--- src/rtl/i2c_cmd_sequencer.sv ---
// rtl/i2c_cmd_sequencer.sv - command queue and launch sequencer in front of the I2C master
module i2c_cmd_sequencer #(
    parameter int FIFO_DEPTH = 4,
    parameter int ADDR_W     = 7,
    parameter int DATA_W     = 8,
    parameter int TIMEOUT    = 64
) (
    input  logic              clk,
    input  logic              reset,
    input  logic              cmd_valid,
    output logic              cmd_ready,
    input  logic              cmd_rw,
    input  logic [ADDR_W-1:0] cmd_addr,
    input  logic [DATA_W-1:0] cmd_wdata,
    output logic              rsp_valid,
    input  logic              rsp_ready,
    output logic [DATA_W-1:0] rsp_rdata,
    output logic              rsp_err,
    output logic              master_en,
    output logic              r_w_en,
    output logic [ADDR_W-1:0] mem_addr,
    output logic [DATA_W-1:0] wr_data,
    input  logic              done,
    input  logic [DATA_W-1:0] data_out,
    output logic              busy
);
    localparam int PTR_W = $clog2(FIFO_DEPTH);
    localparam int CNT_W = PTR_W + 1;
    localparam int ENT_W = 1 + ADDR_W + DATA_W;
    localparam int TMO_W = $clog2(TIMEOUT + 1);
    localparam logic [CNT_W-1:0] FULL_CNT = CNT_W'(FIFO_DEPTH);
    localparam logic [TMO_W-1:0] TMO_LAST = TMO_W'(TIMEOUT - 1);

    typedef enum logic [1:0] {ST_IDLE, ST_LAUNCH, ST_WAIT, ST_RESP} state_t;

    state_t            state_q, state_d;
    logic [TMO_W-1:0]  tmo_cnt_q, tmo_cnt_d;
    logic              master_en_q, master_en_d;
    logic              r_w_en_q, r_w_en_d;
    logic [ADDR_W-1:0] mem_addr_q, mem_addr_d;
    logic [DATA_W-1:0] wr_data_q, wr_data_d;
    logic              rsp_valid_q, rsp_valid_d;
    logic [DATA_W-1:0] rsp_rdata_q, rsp_rdata_d;
    logic              rsp_err_q, rsp_err_d;
    logic              busy_q, busy_d;

    logic [ENT_W-1:0]  fifo_mem_q [FIFO_DEPTH];
    logic [PTR_W-1:0]  wr_ptr_q, wr_ptr_d;
    logic [PTR_W-1:0]  rd_ptr_q, rd_ptr_d;
    logic [CNT_W-1:0]  count_q, count_d;
    logic              push;
    logic              pop;
    logic [ENT_W-1:0]  head;

    // Full blocks a push even when a pop happens in the same cycle
    assign cmd_ready = (count_q != FULL_CNT);
    assign push      = cmd_valid && cmd_ready;
    assign pop       = (state_q == ST_IDLE) && (count_q != '0);
    assign head      = fifo_mem_q[rd_ptr_q];

    assign master_en = master_en_q;
    assign r_w_en    = r_w_en_q;
    assign mem_addr  = mem_addr_q;
    assign wr_data   = wr_data_q;
    assign rsp_valid = rsp_valid_q;
    assign rsp_rdata = rsp_rdata_q;
    assign rsp_err   = rsp_err_q;
    assign busy      = busy_q;

    // Queue storage; only entries between the read and write pointers are live
    always_ff @(posedge clk) begin
        if (push) begin
            fifo_mem_q[wr_ptr_q] <= {cmd_rw, cmd_addr, cmd_wdata};
        end
    end

    // Pointer and occupancy update for simultaneous push/pop
    always_comb begin
        wr_ptr_d = wr_ptr_q;
        rd_ptr_d = rd_ptr_q;
        count_d  = count_q;
        if (push) begin
            wr_ptr_d = wr_ptr_q + PTR_W'(1);
        end
        if (pop) begin
            rd_ptr_d = rd_ptr_q + PTR_W'(1);
        end
        case ({push, pop})
            2'b10:   count_d = count_q + CNT_W'(1);
            2'b01:   count_d = count_q - CNT_W'(1);
            default: count_d = count_q;
        endcase
    end

    // Queue pointer registers
    always_ff @(posedge clk or posedge reset) begin
        if (reset) begin
            wr_ptr_q <= '0;
            rd_ptr_q <= '0;
            count_q  <= '0;
        end else begin
            wr_ptr_q <= wr_ptr_d;
            rd_ptr_q <= rd_ptr_d;
            count_q  <= count_d;
        end
    end

    // Sequencer next state: launch, watchdog-bounded wait, hold response until accepted
    always_comb begin
        state_d     = state_q;
        tmo_cnt_d   = tmo_cnt_q;
        master_en_d = 1'b0;
        r_w_en_d    = r_w_en_q;
        mem_addr_d  = mem_addr_q;
        wr_data_d   = wr_data_q;
        rsp_valid_d = rsp_valid_q;
        rsp_rdata_d = rsp_rdata_q;
        rsp_err_d   = rsp_err_q;
        case (state_q)
            ST_IDLE: begin
                if (pop) begin
                    {r_w_en_d, mem_addr_d, wr_data_d} = head;
                    state_d = ST_LAUNCH;
                end
            end
            ST_LAUNCH: begin
                master_en_d = 1'b1;
                tmo_cnt_d   = '0;
                state_d     = ST_WAIT;
            end
            ST_WAIT: begin
                // done takes priority over a watchdog expiry in the same cycle
                if (done) begin
                    rsp_rdata_d = r_w_en_q ? data_out : '0;
                    rsp_err_d   = 1'b0;
                    state_d     = ST_RESP;
                end else if (tmo_cnt_q == TMO_LAST) begin
                    rsp_rdata_d = '0;
                    rsp_err_d   = 1'b1;
                    state_d     = ST_RESP;
                end else begin
                    tmo_cnt_d = tmo_cnt_q + TMO_W'(1);
                end
            end
            ST_RESP: begin
                if (!rsp_valid_q) begin
                    rsp_valid_d = 1'b1;
                end else if (rsp_ready) begin
                    rsp_valid_d = 1'b0;
                    state_d     = ST_IDLE;
                end
            end
            default: state_d = ST_IDLE;
        endcase
        busy_d = (state_d != ST_IDLE);
    end

    // Sequencer state and registered outputs
    always_ff @(posedge clk or posedge reset) begin
        if (reset) begin
            state_q     <= ST_IDLE;
            tmo_cnt_q   <= '0;
            master_en_q <= 1'b0;
            r_w_en_q    <= 1'b0;
            mem_addr_q  <= '0;
            wr_data_q   <= '0;
            rsp_valid_q <= 1'b0;
            rsp_rdata_q <= '0;
            rsp_err_q   <= 1'b0;
            busy_q      <= 1'b0;
        end else begin
            state_q     <= state_d;
            tmo_cnt_q   <= tmo_cnt_d;
            master_en_q <= master_en_d;
            r_w_en_q    <= r_w_en_d;
            mem_addr_q  <= mem_addr_d;
            wr_data_q   <= wr_data_d;
            rsp_valid_q <= rsp_valid_d;
            rsp_rdata_q <= rsp_rdata_d;
            rsp_err_q   <= rsp_err_d;
            busy_q      <= busy_d;
        end
    end

endmodule

--- config.mk ---
export PLATFORM = sky130hd
export DESIGN_NAME = i2c_cmd_sequencer
export DESIGN_NICKNAME = d
export VERILOG_FILES = /design/src/rtl/i2c_cmd_sequencer.sv
export SDC_FILE = /design/constraint.sdc
export NUM_CORES = 1
export LEC_CHECK = 0
export BUFFER_PORTS_ARGS = -buffer_cell sky130_fd_sc_hd__buf_2
export CAP_MARGIN = 20
export CORE_MARGIN = 1
export CORE_UTILIZATION = 60
export DETAILED_ROUTE_END_ITERATION = 8
export HOLD_SLACK_MARGIN = 0.12
export PLACE_DENSITY = 0.83
export SKIP_LAST_GASP = 1
export SYNTH_ARGS = -nofsm -noshare
export SYNTH_HDL_FRONTEND = slang
export SYNTH_SLANG_ARGS = --single-unit
--- constraint.sdc ---
create_clock -name clk -period 3.1 [get_ports clk]
set_input_delay 0.31 -clock clk [delete_from_list [all_inputs] [get_ports clk]]
set_output_delay 0.31 -clock clk [all_outputs]
set_load 0.01 [all_outputs]
== After elaboration in Yosys (flattened, before gate mapping) ==
Memory sizes are Yosys's and may differ from the RTL's. A register that Yosys moved wholly into a read port is not among the register bits.
Cells that the tools add are included.

* Bits of input ports: 29
* Memories: 1
* Memory bits (writable): 64
* Register bits after elaboration: 28
* Output and inout port bits: 29
* Word-level logic and storage cells: 56

{| class="wikitable"
|+ Memories
! name !! depth !! width !! rd ports !! clocked after memory_dff !! wr ports !! line !! text
|-
| fifo_mem_q || 4 || 16 || 1 || 1 || 1 || 47 || <nowiki>logic [ENT_W-1:0] fifo_mem_q [FIFO_DEPTH];</nowiki>
|}

* Mux-type cells: 20
* $add $sub $neg: 5
* Reduce and logical (&&, ||, !) cells: 11
* Equality and inequality tests: 9

{| class="wikitable"
|+ Operators by type and width
! kind !! number
|-
| 2-to-1 mux 8 bit || 3
|-
| 2-to-1 mux 7 bit || 2
|-
| one-hot mux 7 bit (2 select lines) || 1
|-
| 2-to-1 mux 2 bit || 5
|-
| one-hot mux 2 bit (4 select lines) || 1
|-
| nonzero test 2 bit || 4
|-
| adder 7 x 1 -> 7 bit (second input constant) || 1
|-
| equality test 7 x 6 -> 1 bit (second input constant) || 1
|-
| 2-to-1 mux 1 bit || 7
|-
| equality test 2 bit (second input constant) || 3
|-
| one-hot mux 3 bit (2 select lines) || 1
|-
| adder 2 x 1 -> 2 bit (second input constant) || 2
|-
| equality test 2 x 1 -> 1 bit (second input constant) || 2
|-
| != test 2 bit (second input constant) || 2
|-
| AND reduction 2 bit || 2
|-
| adder 3 x 1 -> 3 bit (second input constant) || 1
|-
| != test 3 bit (second input constant) || 1
|-
| AND reduction 3 bit || 1
|-
| nonzero test 3 bit || 1
|-
| subtractor 3 x 1 -> 3 bit (second input constant) || 1
|-
| logical AND 1 bit || 2
|-
| zero test 2 bit || 1
|}

== Logic depth before layout (Yosys ltp) ==
Gate-level depths: netlist of run 1.

* Word-level depth: 5
* Mapped depth: 10

== Least setup slack after synthesis of run 1 ==
Ideal clock, no wire load.

* Kind: flip-flop to flip-flop
* Start: reg state_q[0]
* End: reg count_q[2]
* Setup slack: 1.025 ns
* Setup time: 0.079 ns
* Data required time: 3.021 ns
* Stages on the path, launching flop included: 11
* Data arrival time: 1.996 ns
* Cell sequence: dfrtp_1 buf_2 nor2_1 o31a_1 buf_4 ha_1 inv_1 fa_1 xor2_1 nor2_1 xor2_1

* Longest elaborated chain between the ends: 4
* Elaborated cells between the ends (all ways): 6
* Classes of those cells: 2 x eq/ne; 1 x mux; 3 x reduce/logical

{| class="wikitable"
|+ Ends and longest elaborated chain
! what !! line !! text
|-
| start, declared || 36 || <nowiki>state_t state_q, state_d;</nowiki>
|-
| start signal, assigned || 172 || <nowiki>state_q <= state_d;</nowiki>
|-
| zero test 2 bit * || 58 || <nowiki>assign pop = (state_q == ST_IDLE) && (count_q != '0);</nowiki>
|-
| logical AND 1 bit * || 58 ||
|-
| net pop || 52 || <nowiki>logic pop;</nowiki>
|-
| equality test 2 x 1 -> 1 bit / equality test 2 bit (equally long branches) || 88 || <nowiki>case ({push, pop})</nowiki>
|-
| one-hot mux 3 bit (2 select lines) / nonzero test 2 bit (equally long branches) || -- ||
|-
| end signal, assigned || 104 || <nowiki>count_q <= count_d;</nowiki>
|-
| end, declared || 50 || <nowiki>logic [CNT_W-1:0] count_q, count_d;</nowiki>
|}

The timed path passes the listed nets; every way through them passes the cells marked *.
A chain may end at the register's enable or synchronous reset.

== Final worst setup path of run 1 ==
* Start: reg count_q[0]
* End: reg count_q[2]

* Longest elaborated chain between the ends: 4
* Elaborated cells between the ends (all ways): 10
* Classes of those cells: 2 x add/sub; 3 x eq/ne; 1 x mux; 4 x reduce/logical

{| class="wikitable"
|+ Ends and longest elaborated chain
! what !! line
|-
| != test 3 bit / nonzero test 3 bit (equally long branches) || 56, 58
|-
| logical AND 1 bit, on equally long branches || 57, 58
|-
| equality test 2 x 1 -> 1 bit / equality test 2 bit (equally long branches) || 88
|-
| one-hot mux 3 bit (2 select lines) / nonzero test 2 bit (equally long branches) || --
|}

Parallel ways exist; a longest one is shown, timed or not.

==> reports/qor.yml, run 1 <==
run_status:
  status: "completed"
finish:
  finish.utilization_pct: 71.0
  num_antenna_cells: 0
  final_common_cell: "edfxtp_1"
  ff_latch_area_mm2: 0.00302
  drive_above_1_share_pct: 34.2
  nFillCells: 421
  nets: 335
  finalNonFillerCells: 400
  fin_area_mm2: 0.00488
  multiInputGateArea_mm2: 0.00120
  syn2layout_area_growth_pct: 12.9
  final_cell_mix: "edfxtp_1, buf_2, dfrtp_1, mux2_2, clkbuf_8"
synthesis:
  synth_cells: 238
  syn-cell-area_mm2: 0.00432
  ys_warn_count: 0
  synth_cell_type_count: 44
  syn_avg_cell_area_um2: 18.2
  ys.flop_type: "edfxtp_1"
  synth_nets: 274
  synth-edff-count: 64
  synth_seq_cells: 108
  async_flop_share_pct: 40.7
  ys_seq_area_share_pct: 70.0
drt:
  first_iter_violations: 84
  wl_um: 6920
  drc: 0
  vias_per_cell: 5.67
  vias: 2267
  avgRoutedWirePerCell_um: 17.3
  dr.pass1.iters: 4
  ant_nets: 0
worst_setup_path:
  crit_chain: "inv_1 > nand3_1 > and2_1 > inv_1 > ha_1 > inv_1 > fa_1 > xor2_1 > nor2_1 > xor2_1"
  cp_slowest_cell: "dfrtp_1"
  cpMostUsedCell: "inv_1"
  worstPathArrival_ns: 2.35
  path_class: "flop to flop"
  slowest_delay_ns: 0.42
  cp.required_ns: 3.39
  end_kind: "flop"
  cp-start-kind: "flop"
  critPathMaxFanout: 6
run:
  cap_viol_max_count: 0
clock_tree:
  cts-resized-gates: 0
  cts_buffer_depth: 2
  cts_setup_buffers: 0
  clock_latency_ns: 0.36
  cts_made_buffers: 9
  cts_tree: "built"
  cts.clk_slew.worst_paths_ns: 0.10
  hold_buffers: 0
  cts-root-buf: "clkbuf_8"
  htreeDepth: 3
  cts.sinks: 108
global_route:
  antenna_found_initial: 1
  grt_overflow: 0
  grt_pass1_wl_um: 11000
  grt_max_degree: 45
  track_usage_pct: 20.3
  grt_pass1_vias: 2216
min_path:
  hp-class: "input pin to asynchronous set/reset pin"
die:
  die_w_um: 86.9
  rows: 30
  pin_count: 58
  core_area_mm2: 0.00687
  die_area_mm2: 0.00754
  start_util_pct: 62.9
  die_h_um: 86.9
placed_design:
  numPortBuffers: 57
  dp_hpwl_um: 4450
  dpl_cell_area_mm2: 0.00467
  placedCellCount: 384
  gp_congestion: 0.808
power_and_ir_drop:
  powerDensity_mw_per_mm2: 914
  irDropWorstVdd_mv: 0.474
  power_leakage_nw: 2.00
  power.total_mw: 4.46
timing:
  hold_viol: 0
  finalSetupTns_ns: 0
  min_period_over_period_pct: 66.2
  drv_slew: 0
  relSlewSlack_pct: 39.0
  fin_crit_ns: 2.05
  clock.fmax_mhz: 487
  fin_skew_ns: 0.0101
  rsz0062_at_grt: "no"
  worst_slew_pin_slew_ns: 0.914
  setup_viol: 0
==> area by class of cell <==
cell class                 instances  area share [%]
sequential                       108            62.0
multi-input combinational        113            24.6
timing repair buffer              59            6.16
clock buffer                       9            2.54
tap                               96            2.46
clock inverter                     7            1.69
inverter                           8           0.616
==> synth_stat cells (all sizes together) (2+ instances only) <==
cell | n | area (um^2)
clkbuf | 3 | 12.5
nand3b | 2 | 15.0
mux4 | 16 | 390
mux2 | 17 | 221
nand3 | 3 | 20.0
nor3 | 3 | 26.3
o21ai | 5 | 25.0
nor3b | 2 | 15.0
dfrtp | 44 | 1100
xnor2 | 3 | 26.3
and3 | 6 | 37.5
a31oi | 3 | 18.8
o31a | 2 | 17.5
nor2 | 8 | 30.0
nand2 | 4 | 15.0
a21o | 3 | 22.5
buf | 6 | 56.3
inv | 8 | 30.0
a22o | 8 | 70.1
xor2 | 3 | 26.3
ha | 6 | 75.1
edfxtp | 64 | 1920
a21oi | 5 | 25.0
nor2b | 3 | 18.8
==> routing by layer <==
layer | routed length [um] | part of all wire (%) | track usage (%) | vias up
li1 | - | - | - | 1047
met1 | 3030 | 44 | 25.8 | 1126
met2 | 3390 | 49 | 33.5 | 78
met3 | 368 | 5.3 | 6.07 | 14
met4 | 116 | 1.7 | 7.58 | 2
met5 | 13 | 0.19 | 0 | -
==> sequential cells by signal, summed over array words and instances (netlist names), 2 cells and up <==
name,count
wr_ptr_q,2
fifo_mem_q,64
rd_ptr_q,2
rsp_rdata,8
state_q,2
mem_addr,7
tmo_cnt_q,7
wr_data,8
count_q,3
==> report_power, final <==
group          total, mW  leakage, nW  internal (mW)  switching, mW
Combinational       1.35        0.763          0.710          0.638
Clock              0.870        0.104          0.388          0.483
Sequential          2.24         1.13           1.97          0.276
Total               4.46         2.00           3.06           1.40
==> through the flow <==
step / setup WS (ns) / hold slack (ns)
floorplan: 1.03 / 0.396
global placement: 1.13 / 0.480
detailed placement: 1.03 / 0.479
CTS: 1.03 / 0.143
global route: 0.852 / 0.132
finish: 1.05 / 0.141
==> critical path, delay by kind of cell, from the launching register on <==
| kind | cells | cell delay, ns |
|---|---|---|
| fa+ha+maj | 2 | 0.54 |
| flops | 1 | 0.42 |
| simple gates | 3 | 0.50 |
| buf+inv | 3 | 0.23 |
| xor+xnor | 2 | 0.30 |
==> final timing paths <==
kind                                          start                    endpoint  slack [ns]  cells past startpoint
setup / recovery             count_q[0]$_DFFE_PP0P_      count_q[2]$_DFFE_PP0P_        1.05                     10
hold / removal                                reset    tmo_cnt_q[4]$_DFFE_PP0P_        0.14                      2
setup reg to reg             count_q[0]$_DFFE_PP0P_      count_q[2]$_DFFE_PP0P_        1.05                     10
hold reg to reg            rsp_rdata[2]$_DFFE_PP0P_    rsp_rdata[2]$_DFFE_PP0P_        0.50                      1
max in group asynchronous                     reset     mem_addr[6]$_DFFE_PP0P_        2.38                      2
min in group clk                       cmd_wdata[3]  fifo_mem_q[1][3]$_DFFE_PP_        0.15                      1
==> kinds of logic (layout without fill, tap and decap cells) <==
logic type                 after synthesis  after routing  synth area share, %
AOI/OAI and AO/OA                       29             29                 4.72
xor gates and xnor gates                 6              6                 1.22
adders and majority gates                8              8                 2.43
buffers and inverters                   17             83                 2.29
DFF                                    108            108                 70.0
muxes                                   34             34                 14.4
and+or+nand+nor                         36             36                 4.98
Power figures use the tool's default switching activity.
==> run 2, diff against run 1 <==
- ABC_AREA: not set -> 1
- CORE_UTILIZATION: 60 -> 52
- PLACE_DENSITY: 0.83 -> 0.76
- clock period: 3.1 -> 1.77 ns (I/O delays scaled with it)
==> run 2 against run 1 <==
Sequential cell count did not move. Sequential share of layout area fell by 6.9 points. Clock-buffer cell count did not move. Critical path type unchanged. Critical endpoint unchanged. Largest cell class unchanged.
==> reports/qor.yml, run 2 <==
synthesis:
  ys_warn_count: 0  # unchanged
  synth_nets: 459  # was 274
  synth_cell_type_count: 29  # was 44
  synth-edff-count: 64  # unchanged
  syn-cell-area_mm2: 0.00451  # was 0.00432 mm^2
  ys_top_cells_by_area: "edfxtp_1, dfrtp_1, nand2_1"  # was edfxtp_1, dfrtp_1, mux4_1
  ys.flop_type: "edfxtp_1"  # unchanged
  yosysMostFrequentCell: "nand2_1"  # was edfxtp_1
  ys_seq_area_share_pct: 67.0  # was 70.0%
  synth.top_cell.area_share_pct: 42.6  # was 44.5%
  synth_seq_cells: 108  # unchanged
  netlist_top_cells_count: "nand2_1, edfxtp_1, dfrtp_1, nand3_1, nor2_1"  # was edfxtp_1, dfrtp_1, mux2_2
  synth_top_cell_by_area: "edfxtp_1"  # unchanged
  syn_avg_cell_area_um2: 10.7  # was 18.2 um^2
  async_flop_share_pct: 40.7  # unchanged
  synth_cells: 423  # was 238
finish:
  nets: 553  # was 335
  finalNonFillerCells: 627  # was 400
  num_antenna_cells: 0  # unchanged
  syn2layout_area_growth_pct: 21.8  # was 12.9%
  drive_above_1_share_pct: 22.0  # was 34.2%
  nFillCells: 618  # was 421
  largest_reg_flops: 64  # unchanged
  final_cell_mix: "nand2_1, edfxtp_1, buf_2, dfrtp_1, nand3_1"  # was edfxtp_1, buf_2, dfrtp_1, mux2_2, clkbuf_8
  fin_area_mm2: 0.00549  # was 0.00488 mm^2
  top_register: "fifo_mem_q"  # unchanged
  final_common_cell: "nand2_1"  # was edfxtp_1
worst_setup_path:
  crit_path_end: "count_q[2]$_DFFE_PP0P_"  # unchanged
  critPathMaxFanout: 3  # was 6
  reg2reg_slack_ns: 0.04  # was 1.05 ns
  crit_path_start: "count_q[1]$_DFFE_PP0P_"  # was count_q[0]$_DFFE_PP0P_
  timing.rr.start: "count_q[1]$_DFFE_PP0P_"  # was count_q[0]$_DFFE_PP0P_
  crit_chain: "inv_2 > nand3_4 > nand2_4 > ha_4 > inv_2 > fa_2 > or2_4 > nand2_2 > xor2_1"  # was inv_1 > nand3_1 > and2_1 > inv_1 > ha_1 > inv_1 > fa_1 > xor2_1 > nor2_1 > xor2_1
  cp-start-kind: "flop"  # unchanged
  cp.required_ns: 2.07  # was 3.39 ns
  path_class: "flop to flop"  # unchanged
  slowest_delay_ns: 0.41  # was 0.42 ns
  reg2regPathDepth: 9  # was 10
  cp_slowest_cell: "dfrtp_1"  # unchanged
  end_kind: "flop"  # unchanged
  worstPathArrival_ns: 2.03  # was 2.35 ns
  cpMostUsedCell: "inv_2"  # was inv_1
  timing.rr.end: "count_q[2]$_DFFE_PP0P_"  # unchanged
clock_tree:
  cts.clk_slew.worst_paths_ns: 0.11  # was 0.10 ns
  cts-root-buf: "clkbuf_8"  # unchanged
  clock_latency_ns: 0.36  # about the same
  cts_buffer_depth: 2  # unchanged
  cts_tree: "built"  # unchanged
  cts.sinks: 108  # unchanged
  cts_made_buffers: 9  # unchanged
  htreeDepth: 3  # unchanged
timing:
  fin_crit_ns: 1.73  # was 2.05 ns
  worst_slew_pin_slew_ns: 0.555  # was 0.914 ns
  min_period_over_period_pct: 97.6  # was 66.2%
  relSlewSlack_pct: 63.0  # was 39.0%
  fin_skew_ns: 0.0106  # was 0.0101 ns
  timing.hold.ws_ns: 0.167  # was 0.141 ns
  setup_viol: 0  # unchanged
  clock.fmax_mhz: 579  # was 487 MHz
  finalSetupTns_ns: 0  # unchanged
  hold_viol: 0  # unchanged
  setup_ws_ns: 0.0423  # was 1.05 ns
  drv_slew: 0  # unchanged
  rsz0062_at_grt: "yes"  # was no
placed_design:
  gp_congestion: 0.798  # was 0.808
  pre_cts_slack_ns: -0.000191  # was 1.03 ns
  dp_hpwl_um: 5500  # was 4450 um
  dpl_cell_area_mm2: 0.00499  # was 0.00467 mm^2
  numPortBuffers: 57  # unchanged
  placedCellCount: 583  # was 384
die:
  rows: 33  # was 30
  die_w_um: 95.1  # was 86.9 um
  core_area_mm2: 0.00830  # was 0.00687 mm^2
  pin_count: 58  # unchanged
  die_area_mm2: 0.00905  # was 0.00754 mm^2
  start_util_pct: 54.3  # was 62.9%
  die_h_um: 95.1  # was 86.9 um
global_route:
  grt_pass1_wl_um: 13900  # was 11000 um
  antenna_found_initial: 0  # was 1
  track_usage_pct: 20.9  # was 20.3%
  grt_max_degree: 45  # unchanged
  grt_pass1_vias: 3098  # was 2216
  grt_overflow: 0  # unchanged
run_status:
  status: "completed"  # unchanged
min_path:
  hp-class: "input pin to flop"  # was input pin to asynchronous set/reset pin
  hp-start: "done"
power_and_ir_drop:
  power_leakage_nw: 2.49  # was 2.00 nW
  p_switching_mw: 3.34  # was 1.40 mW
  power.internal_mw: 5.22  # was 3.06 mW
  irDropWorstVdd_mv: 0.669  # was 0.474 mV
  powerDensity_mw_per_mm2: 1560  # was 914 mW/mm^2
  swShare_pct: 39.0  # was 31.3%
  share_comb_of_total_power_pct: 38.6  # was 30.2%
  pwr-share-clk_pct: 17.3  # was 19.5%
  seq_power_share_pct: 44.0  # was 50.3%
drt:
  wl_um: 8710  # was 6920 um
  first_iter_violations: 110  # was 84
  dr.pass1.iters: 4  # unchanged
  vias: 3148  # was 2267
  ant_nets: 0  # unchanged
  avgRoutedWirePerCell_um: 13.9  # was 17.3 um
  drc: 0  # unchanged
  vias_per_cell: 5.02  # was 5.67
run:
  cap_viol_max_count: 0  # unchanged
[run 2: changes by cell type after synthesis, sizes merged, moves of 6 or more]
cell	before	now
nand2	4	153
and3	6	0
nand3	3	32
buf	6	14
o21ai	5	35
nor2	8	30
mux2	17	0
a22o	8	0
mux4	16	0
inv	8	30
[run 2: final cells by class]
| cell class | instances | area [um^2] | area share [%] |
|---|---|---|---|
| Tap cell | 105 | 131 | 2.39 |
| Inverter | 30 | 115 | 2.10 |
| Clock buffer | 9 | 124 | 2.25 |
| Sequential cell | 108 | 3020 | 55.0 |
| Multi-Input combinational cell | 271 | 1320 | 24.0 |
| Timing Repair Buffer | 97 | 701 | 12.8 |
| Clock inverter | 7 | 80.1 | 1.46 |
[run 2: worst min path at each step]
| stage | to | slack [ns] | cells after the start |
|---|---|---|---|
| after floorplan | fifo_mem_q[0][0]$_DFFE_PP_ | 0.28 | 0 |
| after global placement | rsp_rdata[0]$_DFFE_PP0P_ | 0.34 | 3 |
| after detailed placement | rsp_rdata[0]$_DFFE_PP0P_ | 0.34 | 3 |
| after CTS | tmo_cnt_q[6]$_DFFE_PP0P_ | 0.14 | 5 |
| after global routing | tmo_cnt_q[6]$_DFFE_PP0P_ | 0.15 | 5 |
| final | tmo_cnt_q[6]$_DFFE_PP0P_ | 0.17 | 5 |
[run 2: repair_timing]
item | CTS | global route
resized for setup | 0 | 9
setup buffers | 0 | 2
endpoints found under the setup margin | 0 | 2
hold endpoints to repair | 117 | 0
hold buffers | 26 | 0
[run 2: critical path: cells and delay by family (launching register included)]
family / cells / cell delay [ns]
adder cells (fa/ha/maj): 2 / 0.50
buffers and inverters: 2 / 0.16
XOR/XNOR: 1 / 0.13
flip-flops: 1 / 0.41
AND/OR/NAND/NOR: 4 / 0.48
[run 2: power by group through the flow]
stage / registers, mW / logic (mW) / clock network (mW)
after global routing: 3.85 / 3.75 / 1.61
final: 3.77 / 3.31 / 1.48
after global placement: 3.78 / 3.09 / 0
after floorplan: 3.90 / 2.11 / 0
after CTS: 3.76 / 3.24 / 1.52
after detailed placement: 3.82 / 3.17 / 0
[run 2: per-stage QoR]
stage          util [%]  power, mW
2_1_floorplan         -       6.00
3_3_place_gp       60.1       6.87
3_5_place_dp       60.1       6.99
4_1_cts            65.7       8.52
5_1_grt            66.2       9.21
6_report           66.2       8.56
[run 2: cell families (layout without fill, tap and decap cells)]
logic type,after synthesis,count (layout),synth area share (%)
compound gates,39,39,4.47
simple gates,218,218,20.2
xor+xnor,7,7,1.36
flops,108,108,67.0
fa+ha+maj,7,7,2.11
buf+inv,44,143,4.83
[run 2: layer usage]
| metal | GRT usage [%] | share of wire (%) | vias up |
|---|---|---|---|
| li1 | - | - | 1564 |
| met1 | 24.7 | 43 | 1489 |
| met2 | 37.1 | 51 | 89 |
| met3 | 4.94 | 4.9 | 6 |
| met4 | 6.94 | 0.85 | 0 |
| met5 | 0 | 0 | - |
==> run 3, diff against run 2 <==
- CORE_MARGIN: 1 -> 2
- CORE_UTILIZATION: 52 -> 40
- PLACE_DENSITY: 0.76 -> not set
- SLEW_MARGIN: not set -> 20
==> run 3 against run 2 <==
First-iteration DRC count up 88%. Design area increased by 1.7%. Die area rose by 34%. Hold slack worse by 0.013 ns. Global-route usage down 5.0 points. Clock-buffer cell count is 2 higher. Cell count is 5.3% higher. Critical path type unchanged. Power up 4.3%. Clock skew shrank 0.0026 ns. Core utilization decreased by 15 points. Critical endpoint unchanged.
==> reports/qor.yml, run 3 (synthesis results as in run 2) <==
finish:
  num_antenna_cells: 0  # unchanged
  final_cell_mix: "nand2_1, edfxtp_1, buf_2, dfrtp_1, nand3_1"  # unchanged
  fin_area_mm2: 0.00559  # was 0.00549 mm^2
  nFillCells: 982  # was 618
  finalNonFillerCells: 660  # was 627
  nets: 551  # was 553
  syn2layout_area_growth_pct: 23.9  # was 21.8%
  drive_above_1_share_pct: 21.2  # was 22.0%
  final_common_cell: "nand2_1"  # unchanged
  top_register: "fifo_mem_q"  # unchanged
  largest_reg_flops: 64  # unchanged
worst_setup_path:
  path_class: "flop to flop"  # unchanged
  end_kind: "flop"  # unchanged
  cp-start-kind: "flop"  # unchanged
  critPathMaxFanout: 3  # unchanged
  cp.required_ns: 2.05  # was 2.07 ns
  worstPathArrival_ns: 2.03  # about the same
global_route:
  grt_pass1_wl_um: 14400  # was 13900 um
  grt_overflow: 0  # unchanged
  grt_pass1_vias: 3006  # was 3098
  track_usage_pct: 15.9  # was 20.9%
  grt_max_degree: 35  # was 45
  antenna_found_initial: 0  # unchanged
clock_tree:
  htreeDepth: 3  # unchanged
  cts.clk_slew.worst_paths_ns: 0.07  # was 0.11 ns
  cts.sinks: 108  # unchanged
  cts_made_buffers: 9  # unchanged
  clock_latency_ns: 0.35  # was 0.36 ns
  cts_tree: "built"  # unchanged
  cts_buffer_depth: 2  # unchanged
  cts-root-buf: "clkbuf_16"  # was clkbuf_8
drt:
  routed-wl-met3_um: 320  # was 429 um
  dr.pass1.iters: 4  # unchanged
  vias_per_cell: 4.74  # was 5.02
  drc: 0  # unchanged
  vias: 3127  # was 3148
  wl_met2_um: 4400  # was 4450 um
  wl_um: 9110  # was 8710 um
  ant_nets: 0  # unchanged
  wl_met1_um: 4230  # was 3750 um
  top_layer: "met4"  # unchanged
  first_iter_violations: 207  # was 110
  avgRoutedWirePerCell_um: 13.8  # was 13.9 um
placed_design:
  placedCellCount: 618  # was 583
  dpl_cell_area_mm2: 0.00504  # was 0.00499 mm^2
  pre_cts_slack_ns: 0.0136  # was -0.000191 ns
  numPortBuffers: 57  # unchanged
  gp_congestion: 0.707  # was 0.798
  dp_hpwl_um: 5830  # was 5500 um
timing:
  fin_crit_ns: 1.75  # was 1.73 ns
  rsz0062_at_grt: "yes"  # unchanged
  hold_viol: 0  # unchanged
  drv_slew: 0  # unchanged
  timing.hold.ws_ns: 0.154  # was 0.167 ns
  setup_ws_ns: 0.0170  # was 0.0423 ns
  min_period_over_period_pct: 99.0  # was 97.6%
  fin_skew_ns: 0.00795  # was 0.0106 ns
  worst_slew_pin_slew_ns: 0.451  # was 0.555 ns
  relSlewSlack_pct: 69.9  # was 63.0%
  setup_viol: 0  # unchanged
  clock.fmax_mhz: 570  # was 579 MHz
run_status:
  status: "completed"  # unchanged
die:
  rows: 38  # was 33
  core_area_mm2: 0.0109  # was 0.00830 mm^2
  start_util_pct: 41.2  # was 54.3%
  die_h_um: 110  # was 95.1 um
  die_area_mm2: 0.0121  # was 0.00905 mm^2
  pin_count: 58  # unchanged
  die_w_um: 110  # was 95.1 um
power_and_ir_drop:
  powerDensity_mw_per_mm2: 1600  # was 1560 mW/mm^2
  power_leakage_nw: 2.52  # was 2.49 nW
  power.total_mw: 8.94  # was 8.56 mW
  irDropWorstVdd_mv: 0.547  # was 0.669 mV
run:
  cap_viol_max_count: 0  # unchanged
min_path:
  hp-class: "input pin to flop"  # unchanged
-- run 3: layout make-up --
type	count	area (um^2)	area share, %
timing repair buffer	95	696	12.5
sequential	108	3020	54.1
clock inverter	5	35.0	0.627
clock buffer	11	243	4.34
inverter	30	118	2.11
tap	140	175	3.14
multi-input combinational	271	1300	23.2
-- run 3: final timing paths --
check	to	startpoint	depth (start not counted)	slack [ns]
max in group asynchronous	mem_addr[6]$_DFFE_PP0P_	reset	4	0.89
min	rsp_valid$_DFFE_PP0P_	rsp_ready	4	0.15
min in group asynchronous	rsp_rdata[5]$_DFFE_PP0P_	reset	3	0.38
max	count_q[2]$_DFFE_PP0P_	count_q[0]$_DFFE_PP0P_	9	0.02
min reg2reg	wr_data[4]$_DFFE_PP0P_	wr_data[4]$_DFFE_PP0P_	2	0.47
max reg2reg	count_q[2]$_DFFE_PP0P_	count_q[0]$_DFFE_PP0P_	9	0.02
-- run 3: timing repair --
| item | CTS | global route |
|---|---|---|
| gates resized for setup | 1 | 3 |
| pin swaps | 0 | 5 |
| endpoints found under the setup margin | 1 | 1 |
| hold buffers | 25 | 0 |
| endpoints found under the hold margin | 91 | 0 |
| buffers inserted | 0 | 1 |
-- run 3: critical path, stage by stage, from the launching register on --
cell and delay, ns:
dfrtp_1 0.40, inv_2 0.10, nand3_2 0.08, nand2_2 0.10, ha_4 0.14, inv_4 0.04, fa_2 0.37, or2_4 0.25
nand2_2 0.07, xor2_1 0.13
-- run 3: power breakdown --
| part | total (mW) | leakage, nW | switching, mW | internal (mW) |
|---|---|---|---|---|
| Clock | 1.89 | 0.136 | 0.888 | 0.999 |
| Combinational | 3.27 | 1.24 | 2.06 | 1.21 |
| Sequential | 3.77 | 1.14 | 0.344 | 3.43 |
| Total | 8.94 | 2.52 | 3.29 | 5.64 |
-- run 3: per-layer routing --
layer	up-vias	global-route usage, %
met1	1488	20.3
met3	13	2.88
met4	0	7.41
met2	61	26.3
met5	-	0
li1	1565	-
-- run 3: stage by stage --
step / utilization, % / TNS [ns]
6_report: 51.1 / 0
5_1_grt: 51.1 / -0.0471
4_1_cts: 50.9 / 0
3_5_place_dp: 46.1 / 0
3_3_place_gp: 46.1 / 0
2_1_floorplan: - / -0.0222
